===== src/rtl/rf_issue_sequencer.sv =====
// In-order issue controller for the polynomial register file: RAW/WAW scoreboard,
// start-pulse generation and an in-order FIFO of destinations awaiting writeback.
module rf_issue_sequencer #(
  parameter int NREG            = 32,
  parameter int MAX_OUTSTANDING = 4,
  parameter int OPW             = 4,
  localparam int IW             = $clog2(NREG),
  localparam int PW             = $clog2(MAX_OUTSTANDING),
  localparam int CW             = $clog2(MAX_OUTSTANDING) + 1
) (
  input  logic           clk,
  input  logic           reset,
  input  logic           instr_valid,
  output logic           instr_ready,
  input  logic [OPW-1:0] instr_opcode,
  input  logic [IW-1:0]  instr_src0,
  input  logic [IW-1:0]  instr_src1,
  input  logic [IW-1:0]  instr_dst,
  input  logic           instr_use_src1,
  input  logic           rf_ready,
  output logic           rf_start_operation,
  output logic [IW-1:0]  rf_source0_register_index,
  output logic [IW-1:0]  rf_source1_register_index,
  output logic           rf_use_source1,
  output logic [IW-1:0]  rf_destination_register_index,
  input  logic           rf_source0_last,
  input  logic           rf_destination_valid,
  input  logic           rf_destination_last,
  output logic           fu_start,
  output logic [OPW-1:0] fu_opcode,
  output logic [CW-1:0]  outstanding_count,
  output logic           busy,
  output logic           wb_error
);

  localparam logic [1:0] ST_WAIT_RF = 2'd0;
  localparam logic [1:0] ST_IDLE    = 2'd1;
  localparam logic [1:0] ST_STREAM  = 2'd2;

  logic [1:0]      state_r;
  logic [1:0]      state_nxt_s;
  logic [NREG-1:0] busy_bits_r;
  logic [NREG-1:0] busy_bits_nxt_s;
  logic [IW-1:0]   fifo_r [MAX_OUTSTANDING];
  logic [PW-1:0]   wr_ptr_r;
  logic [PW-1:0]   rd_ptr_r;
  logic [CW-1:0]   count_r;

  logic            start_r;
  logic [IW-1:0]   src0_r;
  logic [IW-1:0]   src1_r;
  logic            use_src1_r;
  logic [OPW-1:0]  opcode_r;
  logic            wb_error_r;

  logic            fifo_empty_s;
  logic            fifo_full_s;
  logic            pop_s;
  logic            stray_s;
  logic            slot_ok_s;
  logic            hazard_free_s;
  logic            ready_s;
  logic            issue_s;

  assign fifo_empty_s = (count_r == CW'(0));
  assign fifo_full_s  = (count_r == CW'(MAX_OUTSTANDING));
  assign pop_s        = rf_destination_valid && rf_destination_last && !fifo_empty_s;
  assign stray_s      = (rf_destination_valid || rf_destination_last) && fifo_empty_s;

  // Issue gating: hazards read the scoreboard as it stood at the start of the cycle.
  always_comb begin
    slot_ok_s     = (state_r == ST_IDLE) || ((state_r == ST_STREAM) && rf_source0_last);
    hazard_free_s = !busy_bits_r[instr_src0]
                    && (!instr_use_src1 || !busy_bits_r[instr_src1])
                    && !busy_bits_r[instr_dst];
    ready_s       = slot_ok_s && (!fifo_full_s || pop_s) && hazard_free_s;
    issue_s       = instr_valid && ready_s;
  end

  // Sequencer state: stay in STREAM across a zero-bubble back-to-back issue.
  always_comb begin
    state_nxt_s = state_r;
    case (state_r)
      ST_WAIT_RF: begin
        if (rf_ready) state_nxt_s = ST_IDLE;
        else          state_nxt_s = ST_WAIT_RF;
      end
      ST_IDLE: begin
        if (issue_s)        state_nxt_s = ST_STREAM;
        else if (!rf_ready) state_nxt_s = ST_WAIT_RF;
        else                state_nxt_s = ST_IDLE;
      end
      ST_STREAM: begin
        if (!rf_source0_last) state_nxt_s = ST_STREAM;
        else if (issue_s)     state_nxt_s = ST_STREAM;
        else if (!rf_ready)   state_nxt_s = ST_WAIT_RF;
        else                  state_nxt_s = ST_IDLE;
      end
      default: state_nxt_s = ST_WAIT_RF;
    endcase
  end

  // Scoreboard update: the issue's set is applied after the retire's clear so it wins.
  always_comb begin
    busy_bits_nxt_s = busy_bits_r;
    if (pop_s) busy_bits_nxt_s[fifo_r[rd_ptr_r]] = 1'b0;
    else       busy_bits_nxt_s = busy_bits_r;
    if (issue_s) busy_bits_nxt_s[instr_dst] = 1'b1;
    else         busy_bits_nxt_s = busy_bits_nxt_s;
  end

  // State, scoreboard and destination FIFO registers.
  always_ff @(posedge clk) begin
    if (reset) begin
      state_r     <= ST_WAIT_RF;
      busy_bits_r <= {NREG{1'b0}};
      wr_ptr_r    <= {PW{1'b0}};
      rd_ptr_r    <= {PW{1'b0}};
      count_r     <= {CW{1'b0}};
      for (int i = 0; i < MAX_OUTSTANDING; i++) fifo_r[i] <= {IW{1'b0}};
    end else begin
      state_r     <= state_nxt_s;
      busy_bits_r <= busy_bits_nxt_s;
      if (issue_s) begin
        fifo_r[wr_ptr_r] <= instr_dst;
        wr_ptr_r         <= wr_ptr_r + PW'(1);
      end else begin
        wr_ptr_r <= wr_ptr_r;
      end
      if (pop_s) rd_ptr_r <= rd_ptr_r + PW'(1);
      else       rd_ptr_r <= rd_ptr_r;
      case ({issue_s, pop_s})
        2'b10:   count_r <= count_r + CW'(1);
        2'b01:   count_r <= count_r - CW'(1);
        default: count_r <= count_r;
      endcase
    end
  end

  // Registered issue outputs; indices and opcode hold until the next issue.
  always_ff @(posedge clk) begin
    if (reset) begin
      start_r    <= 1'b0;
      src0_r     <= {IW{1'b0}};
      src1_r     <= {IW{1'b0}};
      use_src1_r <= 1'b0;
      opcode_r   <= {OPW{1'b0}};
      wb_error_r <= 1'b0;
    end else begin
      start_r <= issue_s;
      if (issue_s) begin
        src0_r     <= instr_src0;
        src1_r     <= instr_src1;
        use_src1_r <= instr_use_src1;
        opcode_r   <= instr_opcode;
      end else begin
        src0_r     <= src0_r;
        src1_r     <= src1_r;
        use_src1_r <= use_src1_r;
        opcode_r   <= opcode_r;
      end
      wb_error_r <= wb_error_r || stray_s;
    end
  end

  assign instr_ready                   = ready_s;
  assign rf_start_operation            = start_r;
  assign fu_start                      = start_r;
  assign rf_source0_register_index     = src0_r;
  assign rf_source1_register_index     = src1_r;
  assign rf_use_source1                = use_src1_r;
  assign fu_opcode                     = opcode_r;
  assign rf_destination_register_index = fifo_empty_s ? {IW{1'b0}} : fifo_r[rd_ptr_r];
  assign outstanding_count             = count_r;
  assign busy                          = (state_r == ST_STREAM) || !fifo_empty_s;
  assign wb_error                      = wb_error_r;

endmodule


===== config.mk =====
export PLATFORM = sky130hd
export DESIGN_NAME = rf_issue_sequencer
export DESIGN_NICKNAME = d
export VERILOG_FILES = /design/src/rtl/rf_issue_sequencer.sv
export SDC_FILE = /design/constraint.sdc
export NUM_CORES = 1
export LEC_CHECK = 0
export ABC_AREA = 1
export BUFFER_PORTS_ARGS = -buffer_cell sky130_fd_sc_hd__buf_2
export CORE_UTILIZATION = 40
export CTS_BUF_LIST = sky130_fd_sc_hd__clkbuf_16
export DETAILED_ROUTE_END_ITERATION = 8
export SYNTH_ARGS = -nofsm -noshare
export SYNTH_HDL_FRONTEND = slang
export SYNTH_SLANG_ARGS = --single-unit

===== constraint.sdc =====
create_clock -name clk -period 3.35 [get_ports clk]
set_clock_uncertainty 0.2 [all_clocks]
set_input_delay 0.67 -clock clk [delete_from_list [all_inputs] [get_ports clk]]
set_output_delay 0.67 -clock clk [all_outputs]
set_load 0.005 [all_outputs]

==> flow_summary.yaml, run 1 <==
run_status:
  status: "complete, no violations"
cts:
  cts_sinks: 80
  cts_tree: "yes"
  clk_latency_ps: 340
  cts_buffers: 9
  clk_path_buf_depth: 2
  clockRootBuffer: "clkbuf_16"
  post-cts-setup-buffer-count: 0
  cts_resized: 0
  clkTransAtPathRegs_ps: 60
  postCtsHoldBufs: 0
  h-tree-depth: 3
critical_path:
  critPathLaunchType: "flop"
  crit_required_ps: 2480
  crit_path_max_incr_delay_ps: 560
  cp_cell_sequence: "clkinv_1 > nand2_1 > a32oi_1 > inv_1 > nor2_1 > buf_2"
  worstPathArrival_ps: 2220
  slowest_stage: "a32oi_1"
  ff2ff_setup_slack_ps: 660
  worstSetupEndpointType: "output port"
  cp_max_fo: 11
  timing_worst_setup_path_type: "flop to output port"
synth:
  ys_warn_count: 0
  yosysTopAreaCell: "dfxtp_1"
  syn_inst: 650
  synth_cell_type_count: 32
  yosysSeqAreaShare_pct: 38.7
  synth_top_area_share_pct: 25.8
  ys_top_cells_by_area: "dfxtp_1, nand2_1, edfxtp_1, nand3_1, o21ai_2"
  syn_area_per_cell_sq_um: 7.15
  syn-num-nets: 679
  synth.ff_latch_count: 80
  netlist_area_sq_um: 4650
timing:
  finalSetupViolations: 0
  slew_viol_final: 0
  fin_crit_ps: 3090
  fin_setup_tns_ps: 0
  max_freq_mhz: 324
  rsz0062_at_grt: "no"
  finalHoldViolCount: 0
  slew_headroom_pct: 56.0
  finalCritPeriodShare_pct: 92.2
  worst_pin_slew_ps: 660
grt:
  grt_overflow_total: 0
  grt_pass1_vias: 4312
  grt_pass1_wl_microns: 21600
  grt_use_total_pct: 24.0
  grt_max_degree: 38
  antenna_found_initial: 0
min_path:
  min_path_type: "flop to flop"
finish:
  drive_gt1_share_pct: 21.3
  nNetsFinal: 738
  final_cells: 857
  area_growth_pct: 16.6
  antenna_cells: 0
floorplan:
  die-area_sq_um: 12100
  ioPinCount: 55
  die-height_microns: 110
  initial_core_util_pct: 40.9
  core_area_sq_um: 11400
  row_count: 39
  die_w_microns: 110
drt:
  num_vias: 4625
  ant_nets: 0
  drtIter0Drc: 280
  dr.pass1.iters: 5
  wl_per_cell_microns: 16.0
  avgViaCountPerCell: 5.40
  drc: 0
  wirelength_microns: 13700
power_and_ir_drop:
  leakagePower_uw: 0.00222
  peakVddDrop_mv: 0.267
  power_density_nw_per_um2: 427
flow_run:
  drv_cap: 0
placement:
  dpl.cell_count: 841
  place_congestion: 0.976
  portBuffers: 54
  dp_hpwl_microns: 10100
[power breakdown]
| group | internal (uW) | leakage (uW) | switching [uW] |
|---|---|---|---|
| sequential | 1010 | 0.000691 | 11.2 |
| combinational | 78.0 | 0.00137 | 171 |
| clock | 647 | 0.000160 | 399 |
| total | 1730 | 0.00222 | 581 |
[flip-flops by register name, summed over array words and instances (netlist names), named ones only]
name / cells
rd_ptr_r: 2
busy_bits_r: 32
rf_source0_register_index: 5
wb_error: 1
outstanding_count: 3
state_r: 2
fu_opcode: 4
wr_ptr_r: 2
fifo_r: 20
fu_start: 1
rf_use_source1: 1
rf_source1_register_index: 5
[path summary, 6_finish.rpt]
kind                                            start                                end  depth (start not counted)
worst max-delay path                             flop   rf_destination_register_index[2]                          6
worst min-delay path              wb_error$_SDFF_PP0_                wb_error$_SDFF_PP0_                          2
worst max register to register  state_r[0]$_SDFF_PP0_  outstanding_count[1]$_SDFFE_PP0P_                         15
worst min register to register    wb_error$_SDFF_PP0_                wb_error$_SDFF_PP0_                          2
[worst max-delay path, delay by kind of cell, from the launching register on]
family | cells | cell delay [ps]
AO/OA/AOI/OAI | 1 | 560
buffers and inverters | 3 | 620
flip-flops | 1 | 410
AND/OR/NAND/NOR | 2 | 270
[cell type report]
type	count	area, sq um
inverters	71	267
multi-input cells	468	2380
clock inverters	7	87.6
repair buffers	79	483
well taps	143	179
clock buffers	9	225
fillers	1159	5950
flip-flops and latches	80	1800
[kinds of logic after synthesis]
group | after synthesis | share of synthesized area (%)
buffers and inverters | 102 | 10.3
adder cells (fa/ha/maj) | 2 | 0.699
flip-flops | 80 | 38.7
AO/OA/AOI/OAI | 123 | 17.6
AND/OR/NAND/NOR | 343 | 32.6
[synth_stat cells, drive strengths merged]
cell    number
a21oi       17
a32oi        4
and2         1
buf         26
clkbuf       5
clkinv       4
dfxtp       60
edfxtp      20
fa           1
ha           1
inv         67
nand2      200
nand3       78
nand4        3
nor2        37
nor3        24
o211ai      27
o21ai       73
o21bai       1
o22a         1
[per-stage QoR]
| stage | utilization [%] | worst slack [ps] | hold slack (ps) | instance area (sq um) | power, uW |
|---|---|---|---|---|---|
| CTS | 47.7 | 323 | 255 | 5420 | 2330 |
| detailed placement | 44.9 | 95.2 | 244 | 5110 | 1290 |
| finish | 47.7 | 263 | 254 | 5420 | 2320 |
| global placement | 44.9 | 117 | 238 | 5110 | 1280 |
| floorplan | - | 206 | 236 | 4650 | 1190 |
| global route | 47.7 | 160 | 274 | 5420 | 2400 |
[routing by layer]
metal | track usage, % | routed length, microns | vias to the layer above
li1 | - | - | 2275
met1 | 30.4 | 5950 | 2160
met2 | 38.8 | 6520 | 154
met3 | 3.91 | 741 | 36
met4 | 13.0 | 458 | 0
met5 | 0 | 0 | -
[layout by cell type, fill, tap and decap left out]
cell / n
nor2_4: 1
and2_1: 1
buf_4: 23
inv_1: 59
nand4_1: 2
clkbuf_16: 9
clkinv_2: 3
nand3_2: 1
dfxtp_1: 60
clkinv_4: 1
buf_12: 2
a32oi_1: 4
nand3_1: 77
o211ai_1: 27
o21ai_1: 19
clkinv_1: 4
o22a_1: 1
o21ai_0: 24
bufinv_16: 2
nor2_2: 1
nor3_1: 10
buf_2: 54
o21bai_2: 1
inv_2: 9
nand2_1: 200
fa_1: 1
nand4_4: 1
nor2_1: 35
o21ai_2: 30
a21oi_1: 17
nor3_2: 14
edfxtp_1: 20
ha_1: 1
(Power assumes the default switching activity.)
==> inputs of run 2 (changes only) <==
- CORE_MARGIN: default -> 10
==> flow_summary.yaml, run 2 (same netlist as run 1, synthesis figures left out) <==
run_status:
  status: "complete, no violations"
min_path:
  hold_path_end: "wb_error$_SDFF_PP0_"
  hp-start: "wb_error$_SDFF_PP0_"
  min_delay_path_depth: 2
  min_path_type: "flop to flop"
finish:
  final_common_cell: "nand2_1"
  drive_gt1_share_pct: 21.7
  design_area_sq_um: 5460
  biggestRegsByFlops: "busy_bits_r x32, fifo_r x20"
  antenna_cells: 0
  largest_register_ffs: 32
  area_growth_pct: 17.4
  nNetsFinal: 742
  n_fill_cell: 1191
  mostFrequentLayoutCells: "nand2_1, nand3_1, dfxtp_1"
  regMostFlops: "busy_bits_r"
cts:
  cts_sinks: 80
  post-cts-setup-buffer-count: 0
  clockRootBuffer: "clkbuf_16"
  h-tree-depth: 3
  clk_path_buf_depth: 2
  cts_tree: "yes"
  cts_buffers: 9
  postCtsHoldBufs: 0
  clk_latency_ps: 350
  cts_resized: 0
  clkTransAtPathRegs_ps: 60
power_and_ir_drop:
  peakVddDrop_mv: 0.305
  power_density_nw_per_um2: 429
  leakagePower_uw: 0.00224
flow_run:
  drv_cap: 0
drt:
  drc: 0
  wirelength_microns: 14200
  drtIter0Drc: 320
  dr.pass1.iters: 5
  avgViaCountPerCell: 5.34
  num_vias: 4594
  ant_nets: 0
  wl_per_cell_microns: 16.4
critical_path:
  ff2ff_setup_slack_ps: 640
  ff2ff_path_depth: 17
  timing_worst_setup_path_type: "input pin to output port"
  crit_required_ps: 2480
  timing.rr.start: "busy_bits_r[24]$_SDFF_PP0_"
  r2r-end: "outstanding_count[2]$_SDFFE_PP0P_"
  critPathLaunchType: "input pin"
  worstPathArrival_ps: 2150
  worstSetupEndpointType: "output port"
  cp_max_fo: 17
timing:
  worst_pin_slew_ps: 568
  finalHoldViolCount: 0
  fin_setup_tns_ps: 0
  slew_viol_final: 0
  finalSetupViolations: 0
  max_freq_mhz: 331
  rsz0062_at_grt: "no"
  slew_headroom_pct: 62.1
  finalCritPeriodShare_pct: 90.2
  fin_crit_ps: 3020
floorplan:
  row_count: 39
  die-height_microns: 128
  initial_core_util_pct: 40.7
  die-area_sq_um: 16300
  die_w_microns: 128
  ioPinCount: 55
  core_area_sq_um: 11400
placement:
  portBuffers: 54
  place_congestion: 0.899
  dp_hpwl_microns: 10800
  post_dp_cell_area_sq_um: 5140
grt:
  grt_pass1_wl_microns: 23300
  grt_overflow_total: 0
  grt_pass1_vias: 4502
  grt_max_degree: 57
  grt_use_total_pct: 17.6
  antenna_found_initial: 0
## run 2: changes by cell type in the layout (fill, tap and decap cells not counted)
cell	before	now
buf_4	23	27
clkinv_2	3	1
clkinvlp_4	0	1
inv_8	0	1
## run 2: area by class of cell
cell class                      instances  area (sq um)  area share (%)
Multi-Input combinational cell        468          2380            43.6
Tap cell                              143           179            3.28
Sequential cell                        80          1800            33.0
Clock buffer                            9           225            4.12
Clock inverter                          7          96.3            1.76
Inverter                               71           267            4.88
Timing Repair Buffer                   83           513            9.40
## run 2: critical path, cell delays in order
cell and delay (ps):
buf_2 140, inv_2 230, nand2_1 110, nand3_1 90, nand3_1 80, nand2_1 110
nand2_1 60, nand3_1 80, nand3_1 110, buf_4 170, and2_1 170, buf_2 130
## run 2: how the worst max path moves through the flow
stage             startpoint                                end  slack [ps]
2_1_floorplan  instr_src1[0]  outstanding_count[2]$_SDFFE_PP0P_         210
3_3_place_gp    instr_dst[1]  outstanding_count[2]$_SDFFE_PP0P_         100
3_5_place_dp    instr_dst[0]  outstanding_count[2]$_SDFFE_PP0P_          80
4_1_cts        instr_src1[0]                        instr_ready         350
5_1_grt         instr_dst[0]                        instr_ready         150
6_report       instr_src1[0]                        instr_ready         330
## run 2: where the power goes
part           switching, uW  internal [uW]
registers               10.9           1010
logic                    170           80.1
clock network            418            655
total                    599           1740
## run 2: through the flow
stage	hold slack [ps]	utilization, %	power, uW	cells	setup WS [ps]
finish	255	47.8	2340	861	327
global route	275	47.8	2440	861	152
CTS	259	47.8	2360	861	351
detailed placement	250	45.0	1290	845	79.2
global placement	237	45.0	1280	845	98.0
floorplan	236	-	1190	650	206
## run 2: per-layer routing
| layer | GRT usage [%] | routed length, microns | part of all wire, % | up-vias |
|---|---|---|---|---|
| li1 | - | - | - | 2284 |
| met1 | 20.5 | 5890 | 42 | 2159 |
| met2 | 30.6 | 7160 | 51 | 118 |
| met3 | 3.68 | 693 | 4.9 | 33 |
| met4 | 7.28 | 421 | 3.0 | 0 |
| met5 | 0 | 0 | 0 | - |
==> inputs of run 3 (changes only) <==
- ABC_AREA: 1 -> default
- BUFFER_PORTS_ARGS: -buffer_cell sky130_fd_sc_hd__buf_2 -> default
- DONT_BUFFER_PORTS: default -> 1
==> flow_summary.yaml, run 3 <==
cts:
  postCtsHoldBufs: 0
  cts_sinks: 80
  h-tree-depth: 3
  clockRootBuffer: "clkbuf_16"
  post-cts-setup-buffer-count: 0
  cts_buffers: 9
  cts_tree: "yes"
  cts_resized: 0
  clk_latency_ps: 340
  clk_path_buf_depth: 2
  clkTransAtPathRegs_ps: 60
timing:
  finalHoldViolCount: 0
  finalSetupViolations: 0
  worst_pin_slew_ps: 667
  slew_viol_final: 0
  rsz0062_at_grt: "no"
  max_freq_mhz: 331
  fin_setup_tns_ps: 0
  slew_headroom_pct: 55.2
  fin_crit_ps: 3020
  finalCritPeriodShare_pct: 90.1
  fin_ws_ps: 331
critical_path:
  ff2ff_path_depth: 11
  timing_worst_setup_path_type: "flop to output port"
  critPathLaunchType: "flop"
  worstPathArrival_ps: 2150
  worstSetupEndpointType: "output port"
  slowest_stage: "mux4_2"
  ff2ff_setup_slack_ps: 480
  r2r-end: "outstanding_count[2]$_SDFFE_PP0P_"
  crit_path_max_incr_delay_ps: 480
  cp_max_fo: 4
  crit_required_ps: 2480
  timing.rr.start: "busy_bits_r[19]$_SDFF_PP0_"
  cp_cell_sequence: "mux4_2 > mux2_4 > o221a_4 > a21o_1 > nor2_1"
power_and_ir_drop:
  power_density_nw_per_um2: 465
  peakVddDrop_mv: 0.272
  leakagePower_uw: 0.00160
synth:
  yosysSeqAreaShare_pct: 40.8
  syn_inst: 449
  syn_area_per_cell_sq_um: 9.84
  synth_edf_count: 20
  yosysTopAreaCell: "dfxtp_1"
  synthTopCellsByCount: "dfxtp_1, nand2_1, o31ai_1"
  async_flop_share_pct: 0
  syn-num-nets: 478
  netlist_area_sq_um: 4420
  yosysMostFrequentCell: "dfxtp_1"
  synth_top_area_share_pct: 27.2
  synth_flop_cell: "dfxtp_1"
  ys_top_cells_by_area: "dfxtp_1, edfxtp_1, mux4_2, o31ai_1, nand2_1"
  ys_warn_count: 0
  synth.ff_latch_count: 80
  synth_cell_type_count: 53
finish:
  final-seq-area_sq_um: 1800
  largest_register_ffs: 32
  mostFrequentLayoutCells: "dfxtp_1, nand2_1, o31ai_1"
  antenna_cells: 0
  n_fill_cell: 1027
  final_cells: 583
  regMostFlops: "busy_bits_r"
  area_growth_pct: 11.1
  biggestRegsByFlops: "busy_bits_r x32, fifo_r x20"
  final_common_cell: "dfxtp_1"
  multi_input_area_sq_um: 2430
  drive_gt1_share_pct: 16.3
  nNetsFinal: 467
floorplan:
  ioPinCount: 55
  row_count: 38
  initial_core_util_pct: 40.8
  die_w_microns: 125
  die-area_sq_um: 15600
  die-height_microns: 125
  core_area_sq_um: 10800
min_path:
  hp-start: "reset"
  hold_path_end: "outstanding_count[0]$_SDFFE_PP0P_"
  min_delay_path_depth: 1
  min_path_type: "input pin to flop"
placement:
  dpl.cell_count: 567
  portBuffers: 0
  dp_hpwl_microns: 9730
  place_ws_ps: 147
  place_congestion: 0.875
grt:
  grt_overflow_total: 0
  grt_max_degree: 40
  grt_pass1_wl_microns: 21500
  antenna_found_initial: 0
  grt_pass1_vias: 3625
  grt_use_total_pct: 16.7
drt:
  drtIter0Drc: 417
  ant_nets: 0
  num_vias: 3796
  dr.pass1.iters: 5
  wirelength_microns: 13400
  drc: 0
  avgViaCountPerCell: 6.51
  wl_per_cell_microns: 22.9
run_status:
  status: "complete, no violations"
flow_run:
  drv_cap: 0
run 3: changes by cell type in the layout (fill, tap and decap cells not counted), sizes merged, moves of 10 or more:
cell / before / now
nand3: 78 / 26
o31ai: 0 / 34
buf: 83 / 16
nor2: 37 / 16
o21ai: 73 / 15
inv: 69 / 19
nand4: 3 / 20
nor2b: 0 / 10
mux4: 0 / 24
nand2: 200 / 38
run 3: kinds of logic after synthesis:
group                    after synthesis  synth area share, %
AO/OA/AOI/OAI                        110                 17.4
XOR/XNOR                               4                0.793
adder cells (fa/ha/maj)                2                0.736
buffers and inverters                 55                 5.18
flip-flops                            80                 40.8
multiplexers                          38                 15.6
AND/OR/NAND/NOR                      160                 19.5
run 3: report_power, final:
part	internal (uW)	total, uW	switching (uW)
Clock	654	1070	417
Sequential	1010	1030	17.4
Combinational	71.0	184	113
Total	1740	2280	547
run 3: layout make-up:
type	instances	area share (%)
clock buffer	9	4.59
sequential	80	36.7
inverter	17	1.30
tap	140	3.57
timing repair buffer	16	2.45
multi-input combinational	314	49.5
clock inverter	7	1.91
run 3: stage by stage:
step	cell area, sq um	hold slack, ps	utilization (%)	total power (uW)
finish	4910	192	45.3	2280
global route	4910	185	45.3	2350
CTS	4910	186	45.3	2290
detailed placement	4590	264	42.3	1230
global placement	4590	259	42.3	1230
floorplan	4490	242	-	1220
run 3: worst max-delay path, delay by kind of cell (launching register included):
family / cells / cell delay (ps)
mux: 2 / 760
compound gates: 2 / 470
flops: 1 / 360
simple gates: 1 / 210
run 3: how the worst max path moves through the flow:
| stage | start | end | slack, ps | cells past startpoint |
|---|---|---|---|---|
| 2_1_floorplan | instr_src1[0] | outstanding_count[2]$_SDFFE_PP0P_ | -30 | 12 |
| 3_3_place_gp | instr_dst[0] | outstanding_count[2]$_SDFFE_PP0P_ | 190 | 11 |
| 3_5_place_dp | instr_dst[0] | outstanding_count[2]$_SDFFE_PP0P_ | 150 | 11 |
| 4_1_cts | busy_bits_r[19]$_SDFF_PP0_ | instr_ready | 310 | 5 |
| 5_1_grt | busy_bits_r[3]$_SDFF_PP0_ | instr_ready | 240 | 5 |
| 6_report | busy_bits_r[19]$_SDFF_PP0_ | instr_ready | 330 | 5 |
run 3: routing by layer:
metal / track usage (%) / vias to the layer above / part of all wire (%)
met5: 0 / - / 0
met4: 6.10 / 0 / 2.1
met3: 4.94 / 27 / 11
met2: 25.0 / 154 / 45
met1: 22.4 / 1895 / 42
li1: - / 1720 / -
